[src/rtl/seg7_scan_capture.sv]
// Recovers the hex nibble shown on each digit of a multiplexed 7-segment bus.
// Define SEG7_SCAN_CAPTURE_DP_EN to track and capture the decimal point as well.

module seg7_scan_capture #(
  parameter int unsigned N_DIGITS      = 4,
  parameter int unsigned STABLE_CYCLES = 4
) (
  input  logic                                              clk,
  input  logic                                              rst_n,
  input  logic [6:0]                                        seg_in,
  input  logic                                              dp_in,
  input  logic [N_DIGITS-1:0]                               dig_en,
  input  logic                                              clr,
  output logic [4*N_DIGITS-1:0]                             value,
  output logic [N_DIGITS-1:0]                               digit_valid,
  output logic                                              upd,
  output logic [((N_DIGITS > 1) ? $clog2(N_DIGITS) : 1)-1:0] upd_idx,
  output logic                                              err,
  output logic [N_DIGITS-1:0]                               dp_out
);

  localparam int unsigned IdxW = (N_DIGITS > 1) ? $clog2(N_DIGITS) : 1;
  localparam int unsigned CntW = 8;
`ifdef SEG7_SCAN_CAPTURE_DP_EN
  localparam int unsigned TupW = N_DIGITS + 8;
`else
  localparam int unsigned TupW = N_DIGITS + 7;
`endif

  typedef enum logic [1:0] {StIdle, StTrack, StHold} state_e;

  // Returns {is_hex, nibble}; blank and invalid codes both give is_hex = 0.
  function automatic logic [4:0] decode_glyph(input logic [6:0] s);
    logic [4:0] d;
    case (s)
      7'h3F:   d = {1'b1, 4'h0};
      7'h06:   d = {1'b1, 4'h1};
      7'h5B:   d = {1'b1, 4'h2};
      7'h4F:   d = {1'b1, 4'h3};
      7'h66:   d = {1'b1, 4'h4};
      7'h6D:   d = {1'b1, 4'h5};
      7'h7D:   d = {1'b1, 4'h6};
      7'h07:   d = {1'b1, 4'h7};
      7'h7F:   d = {1'b1, 4'h8};
      7'h6F:   d = {1'b1, 4'h9};
      7'h77:   d = {1'b1, 4'hA};
      7'h7C:   d = {1'b1, 4'hB};
      7'h39:   d = {1'b1, 4'hC};
      7'h5E:   d = {1'b1, 4'hD};
      7'h79:   d = {1'b1, 4'hE};
      7'h71:   d = {1'b1, 4'hF};
      default: d = 5'b0;
    endcase
    return d;
  endfunction

  state_e              state_q, state_d;
  logic [CntW-1:0]     cnt_q, cnt_d, cnt_inc;
  logic [TupW-1:0]     smp_q, tup;
  logic                same, onehot, commit;
  logic [3:0]          en_cnt;
  logic [IdxW-1:0]     en_idx;
  logic [4:0]          dec;
  logic                blank;

  logic [4*N_DIGITS-1:0] value_q, value_d;
  logic [N_DIGITS-1:0]   valid_q, valid_d;
  logic                  upd_q, upd_d;
  logic                  err_q, err_d;
  logic [IdxW-1:0]       idx_q, idx_d;

`ifdef SEG7_SCAN_CAPTURE_DP_EN
  logic [N_DIGITS-1:0]   dp_q, dp_d;
  assign tup = {dig_en, seg_in, dp_in};
`else
  logic unused_dp;
  assign unused_dp = dp_in;
  assign tup       = {dig_en, seg_in};
`endif

  assign same    = (tup == smp_q);
  assign cnt_inc = (cnt_q == {CntW{1'b1}}) ? cnt_q : cnt_q + 8'd1;
  assign dec     = decode_glyph(seg_in);
  assign blank   = (seg_in == 7'h00);

  always_comb begin
    en_cnt = '0;
    en_idx = '0;
    for (int i = 0; i < int'(N_DIGITS); i++) begin
      if (dig_en[i]) begin
        en_cnt = en_cnt + 4'd1;
        en_idx = IdxW'(i);
      end
    end
  end

  assign onehot = (en_cnt == 4'd1);

  always_comb begin
    state_d = state_q;
    cnt_d   = cnt_q;
    commit  = 1'b0;
    unique case (state_q)
      StIdle: begin
        if (onehot) begin
          state_d = StTrack;
          cnt_d   = 8'd1;
        end else begin
          cnt_d   = '0;
        end
      end
      StTrack: begin
        if (!onehot) begin
          state_d = StIdle;
          cnt_d   = '0;
        end else if (same) begin
          cnt_d   = cnt_inc;
        end else begin
          cnt_d   = 8'd1;
        end
      end
      StHold: begin
        if (!onehot) begin
          state_d = StIdle;
          cnt_d   = '0;
        end else if (same) begin
          cnt_d   = cnt_inc;
        end else begin
          state_d = StTrack;
          cnt_d   = 8'd1;
        end
      end
      default: begin
        state_d = StIdle;
        cnt_d   = '0;
      end
    endcase
    // Only a tuple still being tracked can commit; HOLD never re-commits.
    if (state_d == StTrack && cnt_d == CntW'(STABLE_CYCLES)) begin
      commit  = 1'b1;
      state_d = StHold;
    end
  end

  always_comb begin
    value_d = value_q;
    valid_d = valid_q;
    idx_d   = idx_q;
    upd_d   = 1'b0;
    err_d   = 1'b0;
`ifdef SEG7_SCAN_CAPTURE_DP_EN
    dp_d    = dp_q;
`endif
    if (clr) begin
      value_d = '0;
      valid_d = '0;
`ifdef SEG7_SCAN_CAPTURE_DP_EN
      dp_d    = '0;
`endif
    end else if (commit) begin
      upd_d = 1'b1;
      idx_d = en_idx;
      if (dec[4]) begin
        value_d[4*int'(en_idx) +: 4] = dec[3:0];
        valid_d[en_idx]              = 1'b1;
`ifdef SEG7_SCAN_CAPTURE_DP_EN
        dp_d[en_idx]                 = dp_in;
`endif
      end else if (blank) begin
        valid_d[en_idx] = 1'b0;
`ifdef SEG7_SCAN_CAPTURE_DP_EN
        dp_d[en_idx]    = dp_in;
`endif
      end else begin
        valid_d[en_idx] = 1'b0;
        err_d           = 1'b1;
      end
    end
  end

  always_ff @(posedge clk or negedge rst_n) begin
    if (!rst_n) begin
      state_q <= StIdle;
      cnt_q   <= '0;
      smp_q   <= '0;
      value_q <= '0;
      valid_q <= '0;
      upd_q   <= 1'b0;
      err_q   <= 1'b0;
      idx_q   <= '0;
`ifdef SEG7_SCAN_CAPTURE_DP_EN
      dp_q    <= '0;
`endif
    end else begin
      state_q <= state_d;
      cnt_q   <= cnt_d;
      smp_q   <= tup;
      value_q <= value_d;
      valid_q <= valid_d;
      upd_q   <= upd_d;
      err_q   <= err_d;
      idx_q   <= idx_d;
`ifdef SEG7_SCAN_CAPTURE_DP_EN
      dp_q    <= dp_d;
`endif
    end
  end

  assign value       = value_q;
  assign digit_valid = valid_q;
  assign upd         = upd_q;
  assign err         = err_q;
  assign upd_idx     = idx_q;
`ifdef SEG7_SCAN_CAPTURE_DP_EN
  assign dp_out      = dp_q;
`else
  assign dp_out      = '0;
`endif

endmodule

[config.mk]
export PLATFORM = sky130hd
export DESIGN_NAME = seg7_scan_capture
export DESIGN_NICKNAME = d
export VERILOG_FILES = /design/src/rtl/seg7_scan_capture.sv
export SDC_FILE = /design/constraint.sdc
export NUM_CORES = 1
export LEC_CHECK = 0
export CAP_MARGIN = 20
export CORE_AREA = 2 2 82 84
export DETAILED_ROUTE_END_ITERATION = 7
export DIE_AREA = 0 0 84 86
export MAX_ROUTING_LAYER = met4
export PLACE_DENSITY = 0.69
export SLEW_MARGIN = 20
export SYNTH_ARGS = -nofsm -noshare
export SYNTH_HDL_FRONTEND = slang
export SYNTH_SLANG_ARGS = --single-unit
[constraint.sdc]
create_clock -name clk -period 2.7 [get_ports clk]
set_clock_uncertainty 0.2 [all_clocks]
set_input_delay 0.54 -clock clk [delete_from_list [all_inputs] [get_ports clk]]
set_output_delay 0.54 -clock clk [all_outputs]
set_load 0.02 [all_outputs]
# Word level (Yosys, flattened, before mapping)
# Index checks and enable logic that the tools add are counted.
# op_classes
addsub,5
multipliers,0
div_mod_pow,0
n_lt_le_gt_ge,2
eq_ne,23
shifts,2
n_mux,35
bitwise_logic,4
n_reduce_logical,9
# ops
cell,count
$eq A7 B7 Y1 const B,12
$pmux W5 S16,1
$mux W16,3
$neg A4 Y33,1
$shift A4 B33 Y16 const A,1
$shiftx A4 B33 Y16,1
$mux W4,6
$mux W8,3
$bwmux W16,1
$pmux W8 S2,1
$eq A7 B3 Y1 const B,2
$eq A7 B6 Y1 const B,2
$mux W2,7
$add A4 B1 Y4 const B,3
$eq A11 B11 Y1,1
$mux W1,11
$add A8 B1 Y8 const B,1
$eq A8 B3 Y1 const B,1
$eq A8 B8 Y1 const B,1
$logic_not A7 Y1,1
$pmux W2 S3,1
$and A4 B4 Y4,1
$eq A2 B1 Y1 const B,2
$eq A4 B1 Y1 const B,1
other kinds (12),15
# word_totals
register_bits,45
latch_bits,0
ramBits,0
rom_bits,0
n_memories,0

# Logic depth before layout (Yosys ltp)
# depth
ltp_word,15
ltp_mapped,13

# Least setup slack after synthesis
# OpenSTA, ideal clock, no wires.
# synth_timing
kind,input-to-reg
start,in dig_en[0]
end,reg valid_q[0] (netlist: digit_valid[0])
setup_time_ns,0.157
arrival_time_ns,3.069
required_ns,2.343
slack_ns,-0.726
cell_stages,12
path_buffers,1
cell_sequence,inv_1 ha_1 xor2_1 ha_1 or4b_1 o22ai_2 nor3_1 a2111o_1 and4_4 buf_6 a21oi_1 a311oi_1
# synth_between
elab_chain_cells,14
elab_cells_between_ends,23
cone_classes,add/sub (3); eq/ne (4); mux (14); reduce/logical (2)
# synth_rtl
item,line,source
start: declaration,12,"input logic [N_DIGITS-1:0] dig_en,"
$mux W1,90,if (dig_en[i]) begin
$add A4 B1 Y4,91,en_cnt = en_cnt + 4'd1;
$mux W4,90,
$add A4 B1 Y4,91,
$mux W4,90,
$add A4 B1 Y4,91,
$mux W4,90,
$eq A4 B1 Y1,97,assign onehot = (en_cnt == 4'd1);
"$mux W8, or another cell as far along",113,if (!onehot) begin
$pmux W8 S2 / $pmux W2 S3 (equally long branches),103,unique case (state_q)
$eq A8 B3 Y1 / $eq A2 B1 Y1 (equally long branches),139,if (state_d == StTrack && cnt_d == CntW'(STABLE_CYCLES)) begin
$logic_and A1 B1 Y1 (*),139,
$mux W1 (*),139,
$reduce_bool A2 Y1 (no line) (*),-,
end signal: assignment,199,valid_q <= valid_d;
end: declaration,67,"logic [N_DIGITS-1:0] valid_q, valid_d;"
# Every way passes the cells marked *; elsewhere a longest branch is shown, timed or not.
# A chain may end at the register's enable or synchronous reset.

# Final worst setup path
# layout_timing
start,in dig_en[0]
end,reg idx_q[1] (netlist: upd_idx[1])
# layout_between
elab_chain_cells,14
elab_cells_between_ends,23
cone_classes,add/sub (3); eq/ne (4); mux (14); reduce/logical (2)
# layout_rtl
item,line,source
$mux W1,90,
$add A4 B1 Y4,91,
$mux W4,90,
$add A4 B1 Y4,91,
$mux W4,90,
$add A4 B1 Y4,91,
$mux W4,90,
$eq A4 B1 Y1,97,
"$mux W8, or another cell as far along",113,
$pmux W8 S2 / $pmux W2 S3 (equally long branches),103,
$eq A8 B3 Y1 / $eq A2 B1 Y1 (equally long branches),139,
$logic_and A1 B1 Y1 (*),139,
$mux W1 (*),139,
$reduce_and A2 Y1 (no line) (*),-,
end signal: assignment,202,idx_q <= idx_d;
end: declaration,70,"logic [IdxW-1:0] idx_q, idx_d;"
# Marked as above.

==> impl_metrics.py <==
metrics = {
    "status": {
        "status": "finished, violations left",
        "failed_checks": "negative setup slack",
    },
    "grt": {
        "antenna_violations_before_repair": 0,
        "grt_use_total": 0.2221,
        "grt_first_pass_wirelength_mm": 12.49,
        "grt_pass1_vias": 2657,
        "grt_max_degree": 46,
        "gr-total-overflow": 0,
    },
    "sta": {
        "worst_hold_margin_ps": 101.3,
        "final_period_minus_worst_setup_slack_ps": 3323,
        "slew_violations": 0,
        "slew-limit-headroom": 0.4727,
        "grt_setup_unrepaired": "true",
        "timing.setup.tns_ps": -13190,
        "timing.final.crit_share": 1.231,
        "count_of_final_setup_violators": 29,
        "finalHoldViolations": 0,
        "slew_at_the_pin_closest_to_its_max_slew_limit_ps": 788.0,
        "fmaxAchievable_mhz": 300.9,
        "worst_slack_ps": -623.0,
    },
    "clock_network": {
        "htree_levels": 2,
        "cts-root-buf": "sky130_fd_sc_hd__clkbuf_8",
        "cts.path.max_buffers": 2,
        "tritoncts_clock_tree": "built",
        "insertion_delay_ps": 300,
        "cts_buffers": 5,
        "holdBufCountCts": 0,
        "path_clk_slew_ps": 80,
        "clk_sinks": 45,
    },
    "worst_setup_path": {
        "slowest_stage": "sky130_fd_sc_hd__or4b_4",
        "cp.arrival_ps": 3350,
        "crit_buf_inv": 3,
        "wp_depth": 13,
        "worstSetupEndpointType": "flop",
        "critical_path.top_delay_family": "simple AND/OR/NAND/NOR gates",
        "setup.worst_path.class": "in -> reg",
        "critical_path.max_stage_delay_ps": 500,
        "sort_of_element_at_the_start_of_the_critical_path": "primary input",
        "r2r_path_start": "state_q[0]$_DFF_PN0_",
        "critical_path.startpoint": "dig_en[0]",
        "r2r_cells": 8,
        "critPathRequiredTime_ps": 2730,
        "crit_fanout": 6,
        "crit_chain": "buf_12, inv_12, ha_4, xor2_1, ha_1, or4b_4, o22ai_4, buf_4, o2111ai_2, nor2b_2, and4b_2, nor2b_4, mux2i_1",
    },
    "placement": {
        "preCtsSetupSlack_ps": -1446,
        "globalplace.congestion": 0.9806,
        "post-dp-hpwl_mm": 5.227,
        "numPortBuffers": 37,
    },
    "yosys": {
        "netlist-cell-type-count": 58,
        "synth_compound_area_frac": 0.1331,
        "synth-warning-count": 0,
        "yosys.cell_count.top_type": "sky130_fd_sc_hd__dfrtp_1",
        "cells_after_synthesis": 292,
        "postSynth.asyncResetShare": 1.000,
        "netlist_area_um2": 2801,
        "combinational_family_with_the_most_area_after_synthesis": "simple AND/OR/NAND/NOR gates",
        "synth.area.mux_share": 0.06074,
        "synth.largest_area_cell": "sky130_fd_sc_hd__dfrtp_1",
        "ys_ff_latch": 45,
        "post-synth-top-area-fraction": 0.4020,
        "register_area_share_after_synthesis": 0.4020,
        "synth_enable_flop_cells": 0,
        "synth_top_cells_by_count": "sky130_fd_sc_hd__dfrtp_1 (45), sky130_fd_sc_hd__nor2_1 (22), sky130_fd_sc_hd__nand3_1 (19)",
        "leading_cell_types_by_total_area_after_synthesis": "sky130_fd_sc_hd__dfrtp_1 (40%), sky130_fd_sc_hd__mux2i_1 (6.1%), sky130_fd_sc_hd__xor2_1 (4.7%)",
        "synth_fa_ha_area_frac": 0.03573,
        "synth_flop_cell": "sky130_fd_sc_hd__dfrtp_1",
        "synth-xor-area-share": 0.04690,
        "synth_simple_gate_area_share": 0.2671,
        "synth_area_per_cell_um2": 9.594,
    },
    "layout": {
        "antenna_cells": 0,
        "area_delta_synth_final_pct": 43.37,
        "final_layout_size_suffix_gt1_frac": 0.3205,
        "final_net_count": 412,
        "utilization": 0.6398,
    },
    "power_and_ir_drop": {
        "seq_power_share": 0.406,
        "worst_ir_drop_vdd_uv": 340.0,
        "power.density_nw_per_um2": 429.2,
        "switching_share": 0.2711,
        "net-switching-power_uw": 467.4,
        "fin_total_pwr_mw": 1.724,
        "cellLeakagePower_nw": 1.686,
        "internal_portion_of_total_power_mw": 1.257,
        "part_of_the_total_power_dissipated_in_combinational_logic": 0.241,
        "p_clk_frac": 0.353,
    },
    "floorplanning": {
        "placement_rows": 29,
        "dieHeight_um": 86,
        "dieArea_um2": 7224,
        "placeableCoreArea_um2": 6277,
        "ios": 43,
        "initial_utilization": 0.4463,
        "die_width_um": 84,
    },
    "drt": {
        "met2RoutedLength_mm": 3.369,
        "detail_route.vias_per_cell": 5.456,
        "highest_layer": "met4",
        "met3RoutedLength_um": 241,
        "drt_pre_antenna_iters": 4,
        "drc": 0,
        "finalWirelength_mm": 7.165,
        "number_of_drc_markers_after_the_initial_detailed_route_iteration": 182,
        "detail-route-antenna-nets": 0,
        "routedLengthMet1_mm": 3.365,
        "routedWlPerCell_um": 15.34,
        "detailroute.via_count": 2548,
    },
    "flow_run": {
        "maximum_capacitance_violations": 0,
    },
    "min_path": {
        "min_path_type": "in -> async",
    },
}
==> cells in the final DEF (no fill, tap or decap), types with 5 or more instances in the layout <==
cell type                         instances
sky130_fd_sc_hd__a21oi_1                  5
sky130_fd_sc_hd__a21oi_2                  8
sky130_fd_sc_hd__buf_4                   69
sky130_fd_sc_hd__clkbuf_8                 5
sky130_fd_sc_hd__clkdlybuf4s50_1         33
sky130_fd_sc_hd__dfrtp_1                 45
sky130_fd_sc_hd__ha_1                     7
sky130_fd_sc_hd__inv_1                    7
sky130_fd_sc_hd__mux2i_1                 17
sky130_fd_sc_hd__nand2_1                 11
sky130_fd_sc_hd__nand2b_1                14
sky130_fd_sc_hd__nand3_1                 15
sky130_fd_sc_hd__nand3b_1                 5
sky130_fd_sc_hd__nor2_1                  20
sky130_fd_sc_hd__nor3_1                  13
sky130_fd_sc_hd__nor4_1                   6
sky130_fd_sc_hd__o21ai_0                  9
sky130_fd_sc_hd__o21ai_1                  5
sky130_fd_sc_hd__xor2_1                  15
==> per-layer routing <==
| metal | vias to the layer above | GRT usage |
|---|---|---|
| li1 | 1246 | - |
| met4 | 0 | 0.08358 |
| met3 | 17 | 0.04042 |
| met1 | 1217 | 0.2881 |
| met2 | 68 | 0.3491 |
| met5 | - | - |
==> power groups by stage <==
| stage | sequential, mW | clock (mW) | combinational [mW] |
|---|---|---|---|
| after global routing | 0.703 | 0.649 | 0.459 |
| after global placement | 0.712 | 0 | 0.395 |
| final | 0.699 | 0.608 | 0.416 |
| after CTS | 0.700 | 0.620 | 0.408 |
| after detailed placement | 0.713 | 0 | 0.399 |
| after floorplan | 0.721 | 0 | 0.226 |
==> logic make-up after synthesis <==
family	count (synthesis)
AOI/OAI and AO/OA	53
buffers and inverters	30
and+or+nand+nor	123
DFF	45
muxes	17
xor gates and xnor gates	15
adders and majority gates	8
other	1
==> final cells by class <==
class	instances	area [um^2]
multi-input combinational	220	1695
inverter	9	48.80
sequential	45	1126
fill	505	2261
clock buffer	5	68.82
tap	77	96.34
timing repair buffer	108	915.9
clock inverter	3	65.06
==> worst paths after layout <==
kind,to,slack (ps)
setup / recovery,upd_idx[1]$_DFFE_PN0P_,-620
hold / removal,smp_q[8]$_DFF_PN0_,100
setup reg to reg,value[10]$_DFFE_PN0P_,-60
hold reg to reg,upd_idx[1]$_DFFE_PN0P_,330
max in group asynchronous,value[10]$_DFFE_PN0P_,1790
min in group clk,smp_q[7]$_DFF_PN0_,270
==> worst register-to-register path, stage by stage, from the launching register on <==
cell                        delay [ps]
sky130_fd_sc_hd__dfrtp_1           350
sky130_fd_sc_hd__inv_1              60
sky130_fd_sc_hd__ha_1              210
sky130_fd_sc_hd__or4_1             580
sky130_fd_sc_hd__a2111oi_4         340
sky130_fd_sc_hd__buf_4             190
sky130_fd_sc_hd__nand4_4           140
sky130_fd_sc_hd__nor4_4            400
sky130_fd_sc_hd__mux2i_1           220
==> repair_timing <==
action | 4_1_cts | 5_1_grt
resized for setup | 27 | 13
endpoints found under the setup margin | 34 | 34
pin swaps | 17 | 11
setup buffers | 4 | 1
==> registers in the layout, summed over array words and instances (netlist names) <==
| signal | cells |
|---|---|
| value | 16 |
| smp_q | 11 |
| cnt_q | 8 |
| digit_valid | 4 |
| state_q | 2 |
| upd_idx | 2 |
| err | 1 |
| upd | 1 |
==> per-stage QoR <==
stage	std cells	area, um^2
after floorplan	295	2904
after global placement	455	3754
after detailed placement	455	3754
after CTS	467	3988
after global routing	467	4016
final	467	4016
No activity file was read; power rests on OpenSTA's default activity.
